`config.mk`:
```
export PLATFORM = sky130hd
export DESIGN_NAME = seq_rca_adder
export DESIGN_NICKNAME = d
export VERILOG_FILES = /design/src/rtl/seq_rca_adder.sv
export SDC_FILE = /design/constraint.sdc
export NUM_CORES = 1
export LEC_CHECK = 0
export BUFFER_PORTS_ARGS = -buffer_cell sky130_fd_sc_hd__buf_4
export CAP_MARGIN = 10
export CORE_MARGIN = 2
export CORE_UTILIZATION = 54
export CTS_CLUSTER_SIZE = 16
export DETAILED_ROUTE_END_ITERATION = 8
export GPL_TIMING_DRIVEN = 0
export PLACE_DENSITY = 0.82
export SLEW_MARGIN = 20
export SYNTH_ARGS = -nofsm -noshare
export SYNTH_HDL_FRONTEND = slang
export SYNTH_SLANG_ARGS = --single-unit
```
`constraint.sdc`:
```
create_clock -name clk -period 3.6 [get_ports clk]
set_input_delay 0.9 -clock clk [delete_from_list [all_inputs] [get_ports clk]]
set_output_delay 0.9 -clock clk [all_outputs]
set_load 0.005 [all_outputs]
```
`src/rtl/seq_rca_adder.sv`:
```
// Multi-cycle ripple-carry adder: adds WIDTH-bit operands CHUNK bits per clock
// through a short full-adder chain, carrying between steps in a register.

module rca_full_adder (
   input  logic x,
   input  logic y,
   input  logic ci,
   output logic s,
   output logic co
);
   assign s  = x ^ y ^ ci;
   assign co = (x & y) | (x & ci) | (y & ci);
endmodule

module seq_rca_adder #(
   parameter int WIDTH = 16,
   parameter int CHUNK = 4
) (
   input  logic             clk,
   input  logic             rst_n,
   input  logic             start,
   input  logic [WIDTH-1:0] a,
   input  logic [WIDTH-1:0] b,
   input  logic             cin,
   output logic             busy,
   output logic             done,
   output logic [WIDTH-1:0] sum,
   output logic             cout,
   output logic             overflow
);
   localparam int STEPS  = WIDTH / CHUNK;
   localparam int STEP_W = (STEPS > 1) ? $clog2(STEPS) : 1;
   localparam logic [STEP_W-1:0] LAST_STEP = STEP_W'(STEPS - 1);

   generate
      if (WIDTH < 1 || CHUNK < 1 || (WIDTH % CHUNK) != 0) begin : g_param_check
         $error("seq_rca_adder: CHUNK must be >= 1 and divide WIDTH exactly");
      end
   endgenerate

   typedef enum logic [1:0] {
      ST_IDLE = 2'd0,
      ST_ADD  = 2'd1,
      ST_DONE = 2'd2
   } state_t;

   state_t              state_reg, state_next;
   logic [WIDTH-1:0]    a_reg, a_next;
   logic [WIDTH-1:0]    b_reg, b_next;
   logic [WIDTH-1:0]    sum_reg, sum_next;
   logic [STEP_W-1:0]   step_reg, step_next;
   logic                carry_reg, carry_next;
   logic                cout_reg, cout_next;
   logic                ovf_reg, ovf_next;

   logic [31:0]         base;
   logic [CHUNK-1:0]    x_chunk;
   logic [CHUNK-1:0]    y_chunk;
   logic [CHUNK-1:0]    s_chunk;
   logic [CHUNK:0]      c_chain;

   // Slice of the latched operands handled by the current step.
   assign base    = 32'(step_reg) * 32'(CHUNK);
   assign x_chunk = a_reg[base +: CHUNK];
   assign y_chunk = b_reg[base +: CHUNK];
   assign c_chain[0] = carry_reg;

   generate
      for (genvar gi = 0; gi < CHUNK; gi++) begin : g_cell
         rca_full_adder u_fa (
            .x  (x_chunk[gi]),
            .y  (y_chunk[gi]),
            .ci (c_chain[gi]),
            .s  (s_chunk[gi]),
            .co (c_chain[gi+1])
         );
      end
   endgenerate

   always_ff @(posedge clk) begin
      if (!rst_n) begin
         state_reg <= ST_IDLE;
         a_reg     <= '0;
         b_reg     <= '0;
         sum_reg   <= '0;
         step_reg  <= '0;
         carry_reg <= 1'b0;
         cout_reg  <= 1'b0;
         ovf_reg   <= 1'b0;
      end else begin
         state_reg <= state_next;
         a_reg     <= a_next;
         b_reg     <= b_next;
         sum_reg   <= sum_next;
         step_reg  <= step_next;
         carry_reg <= carry_next;
         cout_reg  <= cout_next;
         ovf_reg   <= ovf_next;
      end
   end

   always_comb begin
      state_next = state_reg;
      a_next     = a_reg;
      b_next     = b_reg;
      sum_next   = sum_reg;
      step_next  = step_reg;
      carry_next = carry_reg;
      cout_next  = cout_reg;
      ovf_next   = ovf_reg;
      busy       = 1'b0;
      done       = 1'b0;

      case (state_reg)
         ST_IDLE, ST_DONE: begin
            done = (state_reg == ST_DONE);
            if (start) begin
               a_next     = a;
               b_next     = b;
               carry_next = cin;
               sum_next   = '0;
               step_next  = '0;
               cout_next  = 1'b0;
               ovf_next   = 1'b0;
               state_next = ST_ADD;
            end else begin
               state_next = ST_IDLE;
            end
         end
         ST_ADD: begin
            busy                     = 1'b1;
            sum_next[base +: CHUNK]  = s_chunk;
            carry_next               = c_chain[CHUNK];
            if (step_reg == LAST_STEP) begin
               // Flags use the freshly written top chunk, not the stale register.
               cout_next  = c_chain[CHUNK];
               ovf_next   = (a_reg[WIDTH-1] == b_reg[WIDTH-1]) &&
                            (sum_next[WIDTH-1] != a_reg[WIDTH-1]);
               state_next = ST_DONE;
            end else begin
               step_next  = step_reg + STEP_W'(1);
            end
         end
         default: begin
            state_next = ST_IDLE;
         end
      endcase
   end

   assign sum      = sum_reg;
   assign cout     = cout_reg;
   assign overflow = ovf_reg;

endmodule
```
==> flow_metrics.tcl <==
set metrics [dict create \
    critPathSlowestCell "fa_1" \
    rsz0062_at_grt "no" \
    netlist.area_leader.share_pct 42.8 \
    cts_buffers 5 \
    ys_ff_latch 55 \
    layout-drive-gt1-share_pct 27.2 \
    initialDrtViolationCount 109 \
    antennaDiodeCount 0 \
    setup.worst_path.class "reg -> reg" \
    num_vias 2059 \
    cts_tree "built" \
    period_share_pct 94.5 \
    yosysTopAreaCell "dfxtp_1" \
    routedWlPerCell_um 14.3 \
    fmaxAchievable_ghz 0.294 \
    grt_pass1_wl_um 9060 \
    min_path_type "reg -> reg" \
    powerDensity_nw_per_um2 381 \
    htree_levels 2 \
    crit_family "adder cells" \
    yosys_warnings 0 \
    crit_buf_inv 3 \
    die_area_um2 5330 \
    synth_cells 269 \
    crit_path_end_kind "flop" \
    grt_max_degree 18 \
    setup_tns_ns 0 \
    final_antenna_net_count 0 \
    clockRootBuffer "clkbuf_8" \
    dr.pass1.iters 4 \
    portBuffers 54 \
    place.gp.congestion 0.832 \
    hold-worst-slack_ns 0.470 \
    cts_resized 0 \
    place_ws_ns 0.256 \
    slew_headroom_pct 66.4 \
    io-pin-count 56 \
    grt_pass1_vias 1956 \
    status "complete, no violations" \
    peakVddDrop_v 0.000227 \
    setup_viol 0 \
    fin_crit_ns 3.40 \
    setup_ws_ns 0.198 \
    yosysMostFrequentCell "nand2_1" \
    synth_area_um2 2570 \
    dpl.hpwl_um 4190 \
    skew_ns 0.00833 \
    grt_overflow 0 \
    drv_slew 0 \
    clkLatencyLatePin_ns 0.32 \
    synth-async-reset-ratio_pct 0 \
    clk_pin_slew_ns 0.09 \
    hold_buffers 0 \
    synth_edf_count 0 \
    fp.dieH_um 73.0 \
    gr-usage-all-layers_pct 22.4 \
    arrival_ns 3.66 \
    worst-path-max-fanout 10 \
    nets 375 \
    clock_path_buffers 2 \
    row_count 25 \
    start_kind "flop" \
    max_stage_delay_ns 0.58 \
    synthTopCellsByCount "66 x nand2_1, 55 x dfxtp_1, 33 x a21boi_0" \
    maxCapViolCount 0 \
    drc 0 \
    routed_wl_um 5520 \
    synthFlopType "dfxtp_1" \
    cp_cell_sequence "buf_4 > mux4_2 > fa_1 > inv_1 > fa_1 > fa_1 > fa_1 > inv_1 > a41oi_2 > mux2i_1 > a22o_1" \
    hold_violations 0 \
    yosys-top-cells-area "dfxtp_1 43%, a21boi_0 9.6%, nand2_1 9.6%, mux4_2 7.0%, fa_1 3.1%" \
    crit_required_ns 3.86 \
    areaGrowthSynthToFinish_pct 21.8 \
    core_area_um2 4660 \
    die_w_um 73.0 \
    vias_per_cell 5.35 \
    cp_common_cell "fa_1" \
    cts_num_sinks 55 \
    start_util_pct 55.2 \
    synth_nets 314 \
    tightest_slew_ns 0.503 \
    p_leak_nw 1.27 \
    avgSynthCellArea_um2 9.56 \
    final_util_pct 67.2 \
    synth_cell_type_count 40 \
    cts_setup_buffers 0 \
    grt_antenna_before_repair 0 \
    yosysSeqAreaShare_pct 42.8 \
]
layout make-up:
cell class / instances / area, µm²
buffer: 16 / 88.8
sequential: 55 / 1100
fill: 386 / 1530
clock inverter: 3 / 20.0
clock buffer: 5 / 68.8
multi-input combinational: 183 / 1320
timing repair buffer: 54 / 405
tap: 54 / 67.6
inverter: 15 / 58.8
tightest hold or removal path: cells and delay by family (launching register included):
kind | cells | cell delay, ns
DFF | 1 | 0.32
AOI/OAI and AO/OA | 1 | 0.06
and+or+nand+nor | 1 | 0.05
cell usage in the layout (no fill, tap or decap), types with 2 or more instances in the layout:
cell type	count
a22oi_1	4
and3_1	2
o2bb2ai_1	9
and2_1	10
nand2_1	66
mux4_2	8
buf_2	5
fa_1	4
mux2i_1	2
nand3_1	2
a21boi_0	33
nor2b_1	11
a21oi_2	2
nor2_1	3
ha_1	5
nand4_1	2
clkinvlp_4	2
inv_1	14
clkbuf_8	5
buf_4	58
clkbuf_1	5
a2bb2oi_1	2
dfxtp_1	55
a21oi_1	3
logic make-up after synthesis:
logic type	after synthesis	synth area share (%)
simple gates	106	20.1
compound gates	58	18.0
flops	55	42.8
buf+inv	31	5.74
mux	10	7.78
fa+ha+maj	9	5.54
power by group:
part           internal, W  switching [W]  total (W)
Clock             0.000136       0.000206   0.000342
Combinational    0.0000957       0.000104   0.000199
Sequential        0.000635      0.0000170   0.000652
Total             0.000866       0.000326    0.00119
routing by layer:
layer  vias up  track usage (%)  routed length [µm]
li1       1031                -                   -
met5         -                0                   0
met2        54             37.2                2700
met4         0             11.1                 126
met1       962             27.7                2420
met3        12             4.14                 267
stage by stage:
step | cell area, µm² | std cells | total power, W
floorplan | 2570 | 269 | 0.000793
global placement | 3050 | 377 | 0.000858
detailed placement | 3050 | 377 | 0.000865
CTS | 3130 | 385 | 0.00120
global route | 3130 | 385 | 0.00126
finish | 3130 | 385 | 0.00119
worst paths after layout:
path	startpoint	endpoint	slack, ns	depth (start not counted)
setup / recovery	step_reg[0]	overflow	0.20	11
hold reg to reg	a_reg[7]	a_reg[7]	0.47	2
hold / removal	a_reg[7]	a_reg[7]	0.47	2
setup reg to reg	step_reg[0]	overflow	0.20	11
(Power assumes the default switching activity.)
